## src/rtl/urv_writeback_pkg.sv

```systemverilog
// Shared definitions for the writeback stage: load funct3 codes, timer width, FSM states.
package urv_writeback_pkg;

   localparam logic [2:0] LDST_B  = 3'b000;
   localparam logic [2:0] LDST_H  = 3'b001;
   localparam logic [2:0] LDST_W  = 3'b010;
   localparam logic [2:0] LDST_BU = 3'b100;
   localparam logic [2:0] LDST_HU = 3'b101;

   localparam int TIMER_W = 16;

   typedef enum logic {
      ST_IDLE,
      ST_WAIT
   } wb_state_t;

endpackage

```

## src/rtl/urv_writeback_if.sv

```systemverilog
// Execute -> writeback handshake, data-memory load return, and register-file/bypass outputs.
interface urv_writeback_if;

   logic        x_valid_i;
   logic        x_ready_o;
   logic [4:0]  x_rd_i;
   logic [31:0] x_rd_value_i;
   logic        x_rd_write_i;
   logic        x_load_i;
   logic [2:0]  x_fun_i;
   logic [1:0]  x_addr_lsb_i;
   logic        dm_load_done_i;
   logic [31:0] dm_data_l_i;
   logic [4:0]  w_rd_o;
   logic [31:0] w_rd_value_o;
   logic        w_rd_store_o;
   logic        w_bypass_rd_write_o;
   logic [31:0] w_bypass_rd_value_o;
   logic        w_retire_o;
   logic        w_load_fault_o;

   modport master (
      output x_valid_i, x_rd_i, x_rd_value_i, x_rd_write_i, x_load_i, x_fun_i, x_addr_lsb_i,
      output dm_load_done_i, dm_data_l_i,
      input  x_ready_o, w_rd_o, w_rd_value_o, w_rd_store_o,
      input  w_bypass_rd_write_o, w_bypass_rd_value_o, w_retire_o, w_load_fault_o
   );

   modport slave (
      input  x_valid_i, x_rd_i, x_rd_value_i, x_rd_write_i, x_load_i, x_fun_i, x_addr_lsb_i,
      input  dm_load_done_i, dm_data_l_i,
      output x_ready_o, w_rd_o, w_rd_value_o, w_rd_store_o,
      output w_bypass_rd_write_o, w_bypass_rd_value_o, w_retire_o, w_load_fault_o
   );

endinterface

```

## src/rtl/urv_load_align.sv

```systemverilog
// Combinational load formatter: selects the byte/halfword lane and sign- or zero-extends it.
// Unknown funct3 codes fall back to a full-word load.
module urv_load_align
   import urv_writeback_pkg::*;
(
   input  logic [2:0]  fun,
   input  logic [1:0]  lsb,
   input  logic [31:0] raw,
   output logic [31:0] result
);

   logic [7:0]  lane_b;
   logic [15:0] lane_h;

   always_comb begin
      lane_b = raw[7:0];
      case (lsb)
         2'd1:    lane_b = raw[15:8];
         2'd2:    lane_b = raw[23:16];
         2'd3:    lane_b = raw[31:24];
         default: lane_b = raw[7:0];
      endcase
      // Misaligned halfwords never reach here, so only lsb[1] picks the lane.
      lane_h = lsb[1] ? raw[31:16] : raw[15:0];
   end

   always_comb begin
      case (fun)
         LDST_B:  result = {{24{lane_b[7]}}, lane_b};
         LDST_H:  result = {{16{lane_h[15]}}, lane_h};
         LDST_BU: result = {24'h0, lane_b};
         LDST_HU: result = {16'h0, lane_h};
         default: result = raw;
      endcase
   end

endmodule

```

## src/rtl/urv_writeback.sv

```systemverilog
// Writeback stage: registers ALU/load results onto the register-file port and bypass,
// waiting on data memory for loads with a bounded timer that reports a load fault on expiry.
module urv_writeback
   import urv_writeback_pkg::*;
#(
   parameter int G_LOAD_TIMEOUT = 255
)
(
   input logic            clk_i,
   input logic            rst_i,
   urv_writeback_if.slave wb
);

   localparam logic [TIMER_W-1:0] TIMER_LAST = TIMER_W'(G_LOAD_TIMEOUT - 1);

   wb_state_t          state, state_nxt;
   logic [TIMER_W-1:0] timer, timer_nxt;
   logic               latch_en;
   logic [4:0]         ld_rd;
   logic [2:0]         ld_fun;
   logic [1:0]         ld_lsb;
   logic               ld_write;
   logic [31:0]        load_value;
   logic               store_q, store_nxt;
   logic               retire_q, retire_nxt;
   logic               fault_q, fault_nxt;
   logic [4:0]         rd_q, rd_nxt;
   logic [31:0]        val_q, val_nxt;

   urv_load_align u_load_align (
      .fun    (ld_fun),
      .lsb    (ld_lsb),
      .raw    (wb.dm_data_l_i),
      .result (load_value)
   );

   always_ff @(posedge clk_i or posedge rst_i) begin
      if (rst_i) begin
         state    <= ST_IDLE;
         timer    <= '0;
         ld_rd    <= '0;
         ld_fun   <= '0;
         ld_lsb   <= '0;
         ld_write <= 1'b0;
         store_q  <= 1'b0;
         retire_q <= 1'b0;
         fault_q  <= 1'b0;
         rd_q     <= '0;
         val_q    <= '0;
      end else begin
         state    <= state_nxt;
         timer    <= timer_nxt;
         store_q  <= store_nxt;
         retire_q <= retire_nxt;
         fault_q  <= fault_nxt;
         rd_q     <= rd_nxt;
         val_q    <= val_nxt;
         if (latch_en) begin
            ld_rd    <= wb.x_rd_i;
            ld_fun   <= wb.x_fun_i;
            ld_lsb   <= wb.x_addr_lsb_i;
            ld_write <= wb.x_rd_write_i;
         end
      end
   end

   always_comb begin
      state_nxt  = state;
      timer_nxt  = timer;
      latch_en   = 1'b0;
      store_nxt  = 1'b0;
      retire_nxt = 1'b0;
      fault_nxt  = 1'b0;
      rd_nxt     = rd_q;
      val_nxt    = val_q;
      case (state)
         ST_IDLE: begin
            if (wb.x_valid_i) begin
               if (wb.x_load_i) begin
                  state_nxt = ST_WAIT;
                  timer_nxt = '0;
                  latch_en  = 1'b1;
               end else begin
                  retire_nxt = 1'b1;
                  if (wb.x_rd_write_i && (wb.x_rd_i != 5'd0)) begin
                     store_nxt = 1'b1;
                     rd_nxt    = wb.x_rd_i;
                     val_nxt   = wb.x_rd_value_i;
                  end
               end
            end
         end
         ST_WAIT: begin
            timer_nxt = timer + 1'b1;
            // Completion takes priority over a timer expiring on the same edge.
            if (wb.dm_load_done_i) begin
               state_nxt  = ST_IDLE;
               retire_nxt = 1'b1;
               if (ld_write && (ld_rd != 5'd0)) begin
                  store_nxt = 1'b1;
                  rd_nxt    = ld_rd;
                  val_nxt   = load_value;
               end
            end else if (timer == TIMER_LAST) begin
               state_nxt  = ST_IDLE;
               retire_nxt = 1'b1;
               fault_nxt  = 1'b1;
            end
         end
         default: state_nxt = ST_IDLE;
      endcase
   end

   assign wb.x_ready_o           = (state == ST_IDLE);
   assign wb.w_rd_o              = rd_q;
   assign wb.w_rd_value_o        = val_q;
   assign wb.w_rd_store_o        = store_q;
   assign wb.w_bypass_rd_write_o = store_q;
   assign wb.w_bypass_rd_value_o = val_q;
   assign wb.w_retire_o          = retire_q;
   assign wb.w_load_fault_o      = fault_q;

endmodule

```

## src/flat_wrapper.sv

```systemverilog
// flat-port wrapper written by rule: the top's interface ports become plain ports
module urv_writeback_flat import urv_writeback_pkg::*;
#(
   parameter int G_LOAD_TIMEOUT = 255
)
  (clk_i, rst_i, wb_x_valid_i, wb_x_rd_i, wb_x_rd_value_i, wb_x_rd_write_i, wb_x_load_i, wb_x_fun_i, wb_x_addr_lsb_i, wb_dm_load_done_i, wb_dm_data_l_i, wb_x_ready_o, wb_w_rd_o, wb_w_rd_value_o, wb_w_rd_store_o, wb_w_bypass_rd_write_o, wb_w_bypass_rd_value_o, wb_w_retire_o, wb_w_load_fault_o);
  urv_writeback_if wb_i ();
  input logic clk_i;
  input logic rst_i;
  input wire logic [$bits(wb_i.x_valid_i)-1:0] wb_x_valid_i;
  input wire logic [$bits(wb_i.x_rd_i)-1:0] wb_x_rd_i;
  input wire logic [$bits(wb_i.x_rd_value_i)-1:0] wb_x_rd_value_i;
  input wire logic [$bits(wb_i.x_rd_write_i)-1:0] wb_x_rd_write_i;
  input wire logic [$bits(wb_i.x_load_i)-1:0] wb_x_load_i;
  input wire logic [$bits(wb_i.x_fun_i)-1:0] wb_x_fun_i;
  input wire logic [$bits(wb_i.x_addr_lsb_i)-1:0] wb_x_addr_lsb_i;
  input wire logic [$bits(wb_i.dm_load_done_i)-1:0] wb_dm_load_done_i;
  input wire logic [$bits(wb_i.dm_data_l_i)-1:0] wb_dm_data_l_i;
  output wire logic [$bits(wb_i.x_ready_o)-1:0] wb_x_ready_o;
  output wire logic [$bits(wb_i.w_rd_o)-1:0] wb_w_rd_o;
  output wire logic [$bits(wb_i.w_rd_value_o)-1:0] wb_w_rd_value_o;
  output wire logic [$bits(wb_i.w_rd_store_o)-1:0] wb_w_rd_store_o;
  output wire logic [$bits(wb_i.w_bypass_rd_write_o)-1:0] wb_w_bypass_rd_write_o;
  output wire logic [$bits(wb_i.w_bypass_rd_value_o)-1:0] wb_w_bypass_rd_value_o;
  output wire logic [$bits(wb_i.w_retire_o)-1:0] wb_w_retire_o;
  output wire logic [$bits(wb_i.w_load_fault_o)-1:0] wb_w_load_fault_o;
  assign wb_i.x_valid_i = wb_x_valid_i;
  assign wb_i.x_rd_i = wb_x_rd_i;
  assign wb_i.x_rd_value_i = wb_x_rd_value_i;
  assign wb_i.x_rd_write_i = wb_x_rd_write_i;
  assign wb_i.x_load_i = wb_x_load_i;
  assign wb_i.x_fun_i = wb_x_fun_i;
  assign wb_i.x_addr_lsb_i = wb_x_addr_lsb_i;
  assign wb_i.dm_load_done_i = wb_dm_load_done_i;
  assign wb_i.dm_data_l_i = wb_dm_data_l_i;
  assign wb_x_ready_o = wb_i.x_ready_o;
  assign wb_w_rd_o = wb_i.w_rd_o;
  assign wb_w_rd_value_o = wb_i.w_rd_value_o;
  assign wb_w_rd_store_o = wb_i.w_rd_store_o;
  assign wb_w_bypass_rd_write_o = wb_i.w_bypass_rd_write_o;
  assign wb_w_bypass_rd_value_o = wb_i.w_bypass_rd_value_o;
  assign wb_w_retire_o = wb_i.w_retire_o;
  assign wb_w_load_fault_o = wb_i.w_load_fault_o;
  urv_writeback #(.G_LOAD_TIMEOUT(G_LOAD_TIMEOUT)) u_core (.clk_i(clk_i), .rst_i(rst_i), .wb(wb_i));
endmodule
```

## config.mk

```make
export PLATFORM = sky130hd
export DESIGN_NAME = urv_writeback_flat
export DESIGN_NICKNAME = d
export VERILOG_FILES = /design/src/rtl/urv_writeback_pkg.sv /design/src/rtl/urv_writeback_if.sv /design/src/rtl/urv_load_align.sv /design/src/rtl/urv_writeback.sv /design/src/flat_wrapper.sv
export SDC_FILE = /design/constraint.sdc
export NUM_CORES = 1
export LEC_CHECK = 0
export BUFFER_PORTS_ARGS = -buffer_cell sky130_fd_sc_hd__buf_2
export CORE_UTILIZATION = 49
export DETAILED_ROUTE_END_ITERATION = 10
export PLACE_DENSITY = 0.77
export RECOVER_POWER = 100
export SYNTH_ARGS = -nofsm -noshare
export SYNTH_HDL_FRONTEND = slang
export SYNTH_SLANG_ARGS = --single-unit
```

## constraint.sdc

```tcl
create_clock -name clk_i -period 2.5 [get_ports clk_i]
set_input_delay 0.25 -clock clk_i [delete_from_list [all_inputs] [get_ports clk_i]]
set_output_delay 0.25 -clock clk_i [all_outputs]
set_load 0.01 [all_outputs]
```

==> impl_metrics.env, run 1 <==
export IMPL_dp_cells=608
export IMPL_fin_nets=602
export IMPL_maxCapViolCount=1
export IMPL_drive_above_1_share_pct=25.1
export IMPL_diodes=0
export IMPL_violations="max-capacitance violations, max-slew violations"
export IMPL_cts_max_level=3
export IMPL_syn_to_final_growth_pct=17.4
export IMPL_power_total_uw=4040
export IMPL_seq_area_sq_mm=0.00170
export IMPL_fp_coreArea_sq_mm=0.00741
export IMPL_clk_pin_slew_ns=0.07
export IMPL_final_util_pct=60.7
export IMPL_max_stage_delay_ns=0.68
export IMPL_synth_largest_area_cell="dfrtp_1"
export IMPL_vias=3538
export IMPL_drt_first_pass_iters=9
export IMPL_startpoint_type="flop"
export IMPL_skew_ns=0.0124
export IMPL_tightest_slew_ns=1.68
export IMPL_drt_iter0_drc=248
export IMPL_cp_max_fo=28
export IMPL_avgSynthCellArea_sq_um=9.40
export IMPL_nFillCells=706
export IMPL_dp_hpwl_mm=7.54
export IMPL_gp_congestion=0.812
export IMPL_final_area_sq_mm=0.00450
export IMPL_grt_setup_unrepaired="no"
export IMPL_hold_viol_final=0
export IMPL_numPortBuffers=153
export IMPL_viasPerCell=5.67
export IMPL_ios=154
export IMPL_worstHoldPathType="in2reg"
export IMPL_wl_met3_um=767
export IMPL_syn_num_nets=490
export IMPL_netlist_area_sq_mm=0.00383
export IMPL_wl_met2_mm=5.09
export IMPL_synth_most_common_cell="dfrtp_1"
export IMPL_final_setup_tns_ns=0
export IMPL_p_leak_uw=0.00203
export IMPL_start_util_pct=51.7
export IMPL_globalRouteOverflowTotal=0
export IMPL_period_needed_ns=2.13
export IMPL_power_per_cell_area_mw_per_mm2=899
export IMPL_root_buffer="clkbuf_8"
export IMPL_outcome="finished with violations"
export IMPL_die_h_um=90.5
export IMPL_synth_top_area_share_pct=44.4
export IMPL_die_area_sq_mm=0.00818
export IMPL_setup_viol=0
export IMPL_cts_setup_buffers=0
export IMPL_synth_edff_count=0
export IMPL_path_delay_family="flip-flops"
export IMPL_worstSetupPathType="reg2reg"
export IMPL_wirelength_mm=10.3
export IMPL_grt_util_all_layers_pct=25.8
export IMPL_grt_pass1_wl_mm=16.6
export IMPL_drt_met1_wl_mm=4.12
export IMPL_ys_seq_area_share_pct=44.4
export IMPL_slew_headroom_pct=-12.1
export IMPL_crit_path_end_kind="flop"
export IMPL_cts_made_buffers=9
export IMPL_drc_errors=0
export IMPL_cts_tree="done"
export IMPL_cts_num_sinks=68
export IMPL_path_cells="clkbuf_2, nand4_2, nor2_4, nand4_1, mux2i_1"
export IMPL_ir_worst_vdd_uv=384
export IMPL_die_width_um=90.5
export IMPL_highest_signal_layer="met4"
export IMPL_syn_inst=408
export IMPL_ant_nets=0
export IMPL_ctsResizeCount=0
export IMPL_placed_area_sq_mm=0.00439
export IMPL_fin_cells=624
export IMPL_grt_max_degree=69
export IMPL_crit_arrival_ns=2.36
export IMPL_rows=31
export IMPL_ys_flop_type="dfrtp_1"
export IMPL_max_freq_mhz=471
export IMPL_synth_cell_types=43
export IMPL_required_ns=2.73
export IMPL_synthTopCellsByCount="dfrtp_1, o21ai_0, nand2_1"
export IMPL_clock_path_buffers=2
export IMPL_yosysWarnings=0
export IMPL_synthArstFlopShare_pct=100
export IMPL_drv_slew=69
export IMPL_critical_path_buf_inv_count=1
export IMPL_grt_pass1_vias=3388
export IMPL_worst_skew_pair_late_latency_ns=0.35
export IMPL_cts_hold_repair_buffers=0
export IMPL_period_share_pct=85.0
export IMPL_post_drt_wl_per_cell_um=16.5
export IMPL_synthTopCellsByArea="dfrtp_1, buf_4, o21ai_0"
export IMPL_cpMaxStageDelayCell="dfrtp_1"
export IMPL_multiInputGateArea_sq_mm=0.00171
export IMPL_grt_antenna_before_repair=0
export IMPL_ys_seq_elements=68
-- path summary, 6_finish.rpt --
kind                                  from                           endpoint  slack [ns]  depth (start not counted)
setup / recovery              u_core.state                   u_core.timer[11]        0.37                          5
hold / removal               wb_x_fun_i[1]                   u_core.ld_fun[1]        0.16                          2
setup reg to reg              u_core.state                   u_core.timer[11]        0.37                          5
hold reg to reg            u_core.timer[7]                    u_core.timer[7]        0.49                          1
max in group asynchronous            rst_i  u_core.wb.w_bypass_rd_value_o[27]        1.02                          3
min in group asynchronous            rst_i  u_core.wb.w_bypass_rd_value_o[13]        0.48                          3
-- sequential cells by signal, indices dropped and copies added (netlist names) --
register	count
u_core.wb.w_bypass_rd_value_o	32
u_core.wb.w_rd_o	5
u_core.wb.w_retire_o	1
u_core.ld_fun	3
u_core.wb.w_bypass_rd_write_o	1
u_core.ld_rd	5
u_core.timer	16
u_core.wb.w_load_fault_o	1
u_core.ld_lsb	2
u_core.ld_write	1
u_core.state	1
-- layer usage --
| layer | track usage, % | up-vias |
|---|---|---|
| li1 | - | 1653 |
| met3 | 6.06 | 32 |
| met1 | 30.7 | 1663 |
| met2 | 44.5 | 190 |
| met4 | 10.9 | 0 |
| met5 | 0 | - |
-- cells by family (layout without fill, tap and decap cells) --
logic type	after synthesis	after routing	share of synthesized area (%)
AOI/OAI and AO/OA	129	129	20.7
and+or+nand+nor	104	104	13.3
DFF	68	68	44.4
buffers and inverters	68	185	11.0
muxes	36	36	9.79
adders and majority gates	2	2	0.653
xor gates and xnor gates	1	1	0.229
-- cell type report --
| class | count | area share (%) |
|---|---|---|
| Inverter | 10 | 0.834 |
| Clock inverter | 6 | 1.97 |
| Clock buffer | 10 | 2.84 |
| Sequential cell | 68 | 37.8 |
| Timing Repair Buffer | 159 | 15.8 |
| Multi-Input combinational cell | 272 | 38.0 |
| Tap cell | 99 | 2.75 |
-- through the flow --
| stage | worst slack (ns) | hold slack (ns) |
|---|---|---|
| 2_1_floorplan | 0.538 | 0.400 |
| 3_3_place_gp | 0.581 | 0.467 |
| 3_5_place_dp | 0.530 | 0.474 |
| 4_1_cts | 0.514 | 0.146 |
| 5_1_grt | 0.180 | 0.142 |
| 6_report | 0.375 | 0.155 |
-- report_power, final --
part	switching, uW	internal, uW
Combinational	861	517
Clock	439	562
Sequential	266	1400
-- worst register-to-register path, delay by kind of cell, from the launching register on --
| family | cells | cell delay (ns) |
|---|---|---|
| DFF | 1 | 0.68 |
| and+or+nand+nor | 3 | 0.66 |
| buffers and inverters | 1 | 0.54 |
| muxes | 1 | 0.13 |
-- cells in the final DEF (no fill, tap or decap), types with 3 or more instances in the layout --
master and instances:
a21oi_1 18, mux2i_1 24, clkbuf_8 9, a222oi_1 6, o21a_1 6, o21ai_0 62
clkbuf_2 3, nand4_1 3, o211ai_1 9, o31ai_1 3, nor2_1 13, o22ai_1 6
nand2_1 46, nand2b_1 5, nand3_1 17, nor4_1 3, mux2_2 12, a21oi_2 10
and3_1 3, nor3_1 3, clkbuf_1 75, buf_2 79, buf_4 3, dfrtp_1 68
inv_1 8
Power figures use the tool's default switching activity.
==> inputs of run 2 (changes only) <==
--- a/config.mk
+++ b/config.mk
@@ -8,3 +8,3 @@
 export BUFFER_PORTS_ARGS = -buffer_cell sky130_fd_sc_hd__buf_2
-export CORE_UTILIZATION = 49
+export CORE_UTILIZATION = 50
 export DETAILED_ROUTE_END_ITERATION = 10
@@ -14,2 +14,3 @@
 export SYNTH_HDL_FRONTEND = slang
+export SYNTH_HIERARCHICAL = 1
 export SYNTH_SLANG_ARGS = --single-unit
--- a/constraint.sdc
+++ b/constraint.sdc
@@ -3,2 +3,2 @@
 set_output_delay 0.25 -clock clk_i [all_outputs]
-set_load 0.01 [all_outputs]
+set_load 0.02 [all_outputs]
==> run 2 against run 1 <==
  * The run now ends clean
  * Maximum frequency down 8.3%
  * Power up 16%
  * Register-to-register slack worse by 0.19 ns
  * Global-route usage down 1.9 points
  * Clock power down 16%
  * Die area up 5.4%
  * Worst hold slack worse by 0.040 ns
  * Critical path depth down 1
  * Highest routed layer is now met5
==> impl_metrics.env, run 2 <==
export IMPL_grt_setup_unrepaired="no"
export IMPL_synth_most_common_cell="dfrtp_1"
export IMPL_post_drt_wl_per_cell_um=16.3
export IMPL_outcome="finished, final reports clean"
export IMPL_grt_antenna_before_repair=1
export IMPL_cts_setup_buffers=0
export IMPL_skew_ns=0.0192
export IMPL_ys_seq_elements=68
export IMPL_crit_path_end_kind="flop"
export IMPL_syn_num_nets=471
export IMPL_wirelength_mm=10.1
export IMPL_power_per_cell_area_mw_per_mm2=971
export IMPL_cts_num_sinks=68
export IMPL_p_int_uw=2590
export IMPL_fp_coreArea_sq_mm=0.00785
export IMPL_required_ns=2.73
export IMPL_ir_worst_vdd_uv=556
export IMPL_ios=154
export IMPL_r2r_start="u_core/ld_rd[0]"
export IMPL_holdWs_ns=0.115
export IMPL_clk_pin_slew_ns=0.08
export IMPL_path_depth=4
export IMPL_vias=3389
export IMPL_ant_nets=0
export IMPL_tightest_slew_ns=1.06
export IMPL_fin_nets=592
export IMPL_die_area_sq_mm=0.00863
export IMPL_p_comb_share_pct=45.2
export IMPL_cts_tree="done"
export IMPL_worstHoldPathType="in2reg"
export IMPL_worst_skew_pair_late_latency_ns=0.35
export IMPL_max_stage_delay_ns=0.67
export IMPL_grt_pass1_vias=3334
export IMPL_maxCapViolCount=0
export IMPL_viasPerCell=5.49
export IMPL_rows=32
export IMPL_max_freq_mhz=432
export IMPL_startpoint_type="flop"
export IMPL_final_common_cell="buf_2"
export IMPL_crit_arrival_ns=2.55
export IMPL_cts_max_level=3
export IMPL_critical_path_buf_inv_count=1
export IMPL_worstSetupPathType="reg2reg"
export IMPL_hold_viol_final=0
export IMPL_min_path_cells=2
export IMPL_clock_path_buffers=2
export IMPL_crit_start="u_core/ld_rd[0]"
export IMPL_grt_pass1_wl_mm=15.9
export IMPL_net_switching_power_uw=2090
export IMPL_numPortBuffers=153
export IMPL_cp_max_fo=9
export IMPL_seq_power_share_pct=36.9
export IMPL_drt_first_pass_iters=5
export IMPL_synthTopCellsByCount="dfrtp_1, nand2_1, mux2_2"
export IMPL_ys_flop_type="dfrtp_1"
export IMPL_multiInputGateArea_sq_mm=0.00201
export IMPL_avgSynthCellArea_sq_um=10.6
export IMPL_period_needed_ns=2.32
export IMPL_final_setup_tns_ns=0
export IMPL_period_share_pct=92.7
export IMPL_globalRouteOverflowTotal=0
export IMPL_nFillCells=729
export IMPL_drt_iter0_drc=92
export IMPL_path_cells="or4_2, o311ai_1, buf_4, mux2_2"
export IMPL_largest_register_ffs=32
export IMPL_drive_above_1_share_pct=33.8
export IMPL_ys_seq_area_share_pct=41.2
export IMPL_drc_errors=0
export IMPL_clkPwrFrac_pct=17.9
export IMPL_start_util_pct=52.6
export IMPL_synth_largest_area_cell="dfrtp_1"
export IMPL_grt_util_all_layers_pct=23.9
export IMPL_final_cell_mix="buf_2, clkbuf_1, nand2_1, dfrtp_1, mux2_2"
export IMPL_synth_cell_types=40
export IMPL_gp_congestion=0.870
export IMPL_r2r_cells=4
export IMPL_hold_start="wb_dm_load_done_i"
export IMPL_path_delay_family="simple AND/OR/NAND/NOR gates"
export IMPL_die_width_um=92.9
export IMPL_synthTopCellsByArea="dfrtp_1, mux2_2, mux2_1"
export IMPL_dp_hpwl_mm=7.69
export IMPL_seq_area_sq_mm=0.00170
export IMPL_slew_headroom_pct=29.1
export IMPL_p_sw_share_pct=44.7
export IMPL_cts_made_buffers=9
export IMPL_setup_viol=0
export IMPL_netlist_area_sq_mm=0.00413
export IMPL_yosysWarnings=6
export IMPL_synth_top_area_share_pct=41.2
export IMPL_p_leak_uw=0.00227
export IMPL_syn_to_final_growth_pct=16.7
export IMPL_diodes=0
export IMPL_root_buffer="clkbuf_8"
export IMPL_drv_slew=0
export IMPL_syn_inst=389
export IMPL_synthArstFlopShare_pct=100
export IMPL_cpMaxStageDelayCell="or4_2"
export IMPL_die_h_um=92.9
export IMPL_synth_edff_count=0
export IMPL_grt_max_degree=41
==> run 2: cell types whose count changed after synthesis, sizes merged, moves of 6 or more <==
cell / before / now
a22oi: 2 / 13
o22ai: 7 / 0
mux2i: 24 / 11
a21oi: 28 / 2
nand2: 46 / 67
o211ai: 9 / 0
o21ai: 64 / 18
mux2: 12 / 92
a22o: 0 / 7
nor2: 15 / 6
a222oi: 6 / 0
==> run 2: timing repair <==
item,in CTS,in global routing
gates resized for setup,0,0
hold buffers,1,0
hold endpoints to repair,28,0
==> run 2: layout make-up <==
| cell class | count | area share, % |
|---|---|---|
| inverters | 6 | 0.467 |
| multi-input cells | 261 | 41.8 |
| well taps | 102 | 2.65 |
| flip-flops and latches | 68 | 35.3 |
| clock buffers | 10 | 2.86 |
| repair buffers | 164 | 15.9 |
| clock inverters | 6 | 0.987 |
==> run 2: path summary, 6_finish.rpt <==
check / to / slack (ns)
worst max-delay path: u_core/wb.w_bypass_rd_value_o[22] / 0.18
worst min-delay path: u_core/wb.w_load_fault_o / 0.12
worst max register to register: u_core/wb.w_bypass_rd_value_o[22] / 0.18
worst min register to register: u_core/timer[15] / 0.48
max in group asynchronous: u_core/wb.w_bypass_rd_value_o[7] / 0.58
min in group asynchronous: u_core/timer[14] / 0.71
==> run 2: metal layers <==
| layer | vias up | GRT usage [%] | wire length [um] |
|---|---|---|---|
| met5 | - | 0 | 13 |
| met4 | 2 | 9.87 | 221 |
| met3 | 20 | 5.25 | 639 |
| met2 | 138 | 41.2 | 5100 |
| met1 | 1647 | 28.7 | 4080 |
| li1 | 1582 | - | - |
==> run 2: through the flow <==
step | area [sq um] | total power (uW) | util [%] | instances | setup slack (ns)
2_1_floorplan | 4130 | 3550 | - | 389 | 0.370
5_1_grt | 4820 | 4980 | 61.4 | 617 | 0.130
4_1_cts | 4950 | 4870 | 63.0 | 617 | 0.289
6_report | 4820 | 4680 | 61.4 | 617 | 0.183
3_3_place_gp | 4750 | 3950 | 60.6 | 600 | 0.357
3_5_place_dp | 4750 | 4020 | 60.6 | 600 | 0.291
==> run 2: power by group through the flow <==
stage | logic, uW | registers, uW | clock network [uW]
3_5_place_dp | 2280 | 1740 | 0
2_1_floorplan | 1490 | 2060 | 0
5_1_grt | 2280 | 1780 | 917
3_3_place_gp | 2240 | 1710 | 0
4_1_cts | 2290 | 1720 | 867
6_report | 2110 | 1730 | 839
==> run 2: worst reg2reg max path, cell delays in order, from the launching register on <==
cell	delay (ns)
dfrtp_1	0.39
or4_2	0.67
o311ai_1	0.50
buf_4	0.30
mux2_2	0.35
==> run 2: cells by family (layout without fill, tap and decap cells) <==
logic type / Yosys count / in the layout / share of synthesized area [%]
multiplexers: 104 / 104 / 28.3
AO/OA/AOI/OAI: 48 / 48 / 8.42
buffers and inverters: 60 / 186 / 9.55
flip-flops: 68 / 68 / 41.2
AND/OR/NAND/NOR: 107 / 107 / 11.9
adder cells (fa/ha/maj): 2 / 2 / 0.606
==> inputs of run 3 (changes only) <==
--- a/constraint.sdc
+++ b/constraint.sdc
@@ -3,2 +3,2 @@
 set_output_delay 0.25 -clock clk_i [all_outputs]
-set_load 0.02 [all_outputs]
+set_load 0.05 [all_outputs]
==> run 3 against run 2 <==
  * Non-clock buffer count stayed put
  * Clock power barely moved
  * Routed wire length decreased by 0.14%
  * Combinational power increased by 61%
  * Die area is the same
  * Maximum frequency about the same
  * Power increased by 27%
  * Largest power group unchanged
  * Global-route usage is the same
  * Register-to-register slack hardly changed
==> impl_metrics.env, run 3 (synthesis gave the netlist of run 2 again) <==
export IMPL_path_cells="or4_2, o311ai_1, buf_4, mux2_2"
export IMPL_worstSetupPathType="reg2reg"
export IMPL_setup_viol=0
export IMPL_crit_arrival_ns=2.55
export IMPL_fin_nets=592
export IMPL_post_drt_wl_per_cell_um=16.3
export IMPL_drive_above_1_share_pct=33.6
export IMPL_grt_antenna_before_repair=1
export IMPL_final_common_cell="buf_2"
export IMPL_max_freq_mhz=432
export IMPL_wirelength_mm=10.0
export IMPL_drc_errors=0
export IMPL_viasPerCell=5.47
export IMPL_worstHoldPathType="in2reg"
export IMPL_skew_ns=0.0190
export IMPL_clock_path_buffers=2
export IMPL_cts_max_level=3
export IMPL_grt_setup_unrepaired="no"
export IMPL_outcome="finished, final reports clean"
export IMPL_slew_headroom_pct=21.5
export IMPL_crit_path_end_kind="flop"
export IMPL_start_util_pct=52.6
export IMPL_vias=3378
export IMPL_syn_to_final_growth_pct=16.6
export IMPL_power_per_cell_area_mw_per_mm2=1240
export IMPL_cpMaxStageDelayCell="or4_2"
export IMPL_tightest_slew_ns=1.18
export IMPL_startpoint_type="flop"
export IMPL_diodes=0
export IMPL_final_setup_tns_ns=0
export IMPL_ir_worst_vdd_uv=558
export IMPL_die_area_sq_mm=0.00863
export IMPL_grt_pass1_vias=3334
export IMPL_drv_slew=0
export IMPL_cp_max_fo=9
export IMPL_cts_num_sinks=68
export IMPL_cts_made_buffers=9
export IMPL_fp_coreArea_sq_mm=0.00785
export IMPL_hold_viol_final=0
export IMPL_largest_register_ffs=32
export IMPL_die_h_um=92.9
export IMPL_period_share_pct=92.6
export IMPL_period_needed_ns=2.32
export IMPL_final_cell_mix="buf_2, clkbuf_1, nand2_1, dfrtp_1, mux2_2"
export IMPL_rows=32
export IMPL_dp_slack_ns=0.291
export IMPL_globalRouteOverflowTotal=0
export IMPL_grt_max_degree=41
export IMPL_nFillCells=729
export IMPL_max_stage_delay_ns=0.67
export IMPL_required_ns=2.73
export IMPL_cts_tree="done"
export IMPL_root_buffer="clkbuf_8"
export IMPL_cts_setup_buffers=0
export IMPL_numPortBuffers=153
export IMPL_grt_pass1_wl_mm=15.9
export IMPL_grt_util_all_layers_pct=23.9
export IMPL_rrSetupSlack_ns=0.18
export IMPL_ios=154
export IMPL_drt_iter0_drc=92
export IMPL_maxCapViolCount=0
export IMPL_die_width_um=92.9
export IMPL_ant_nets=0
export IMPL_drt_first_pass_iters=5
export IMPL_setup_ws_ns=0.185
export IMPL_p_leak_uw=0.00227
export IMPL_worst_skew_pair_late_latency_ns=0.35
export IMPL_gp_congestion=0.870
export IMPL_clk_pin_slew_ns=0.08
export IMPL_dp_hpwl_mm=7.69
run 3: changes by cell type in the layout (fill, tap and decap cells not counted), sizes merged:
| cell | previous run | this run |
|---|---|---|
| buf | 87 | 86 |
| clkbuf | 86 | 87 |
run 3: critical path, delay by kind of cell, from the launching register on:
family          cells  cell delay (ns)
compound gates      1             0.50
flops               1             0.39
simple gates        1             0.67
buf+inv             1             0.30
mux                 1             0.35
run 3: repair_timing:
action	in CTS	in global routing
resized for setup	0	0
hold buffers	1	0
hold endpoints to repair	28	0
run 3: final timing paths:
kind	start	end	cells past startpoint
worst max-delay path	u_core/ld_rd[0]	u_core/wb.w_bypass_rd_value_o[22]	4
worst min-delay path	wb_dm_load_done_i	u_core/wb.w_load_fault_o	2
worst max register to register	u_core/ld_rd[0]	u_core/wb.w_bypass_rd_value_o[22]	4
worst min register to register	u_core/timer[15]	u_core/timer[15]	1
max in group asynchronous	rst_i	u_core/wb.w_bypass_rd_value_o[7]	4
min in group asynchronous	rst_i	u_core/timer[14]	3
run 3: layout make-up:
type                    instances  area, sq um  share of cell area (%)
multi-input cells             261         2010                    41.8
flip-flops and latches         68         1700                    35.4
clock buffers                  10          138                    2.86
repair buffers                164          764                    15.9
inverters                       6         22.5                   0.468
well taps                     102          128                    2.65
clock inverters                 6         47.5                   0.987
run 3: layer usage:
layer	global-route usage [%]	wire length [um]
met5	0	13
met4	9.87	191
met3	5.25	640
met2	41.2	5130
met1	28.7	4060
run 3: power breakdown:
group	internal (uW)	switching [uW]	leakage (uW)
Clock	393	446	0.0000815
Combinational	739	2650	0.00134
Sequential	1450	279	0.000843
Total	2580	3370	0.00227
run 3: stage by stage:
step                util [%]  hold slack, ns  std cells  instance area, sq um  total power (uW)
detailed placement      60.6           0.368        600                  4750              5300
CTS                     63.0          0.0959        617                  4950              6150
floorplan                  -           0.320        389                  4130              4820
finish                  61.4           0.115        617                  4820              5950
global placement        60.6           0.365        600                  4750              5230
global route            61.4           0.107        617                  4820              6250
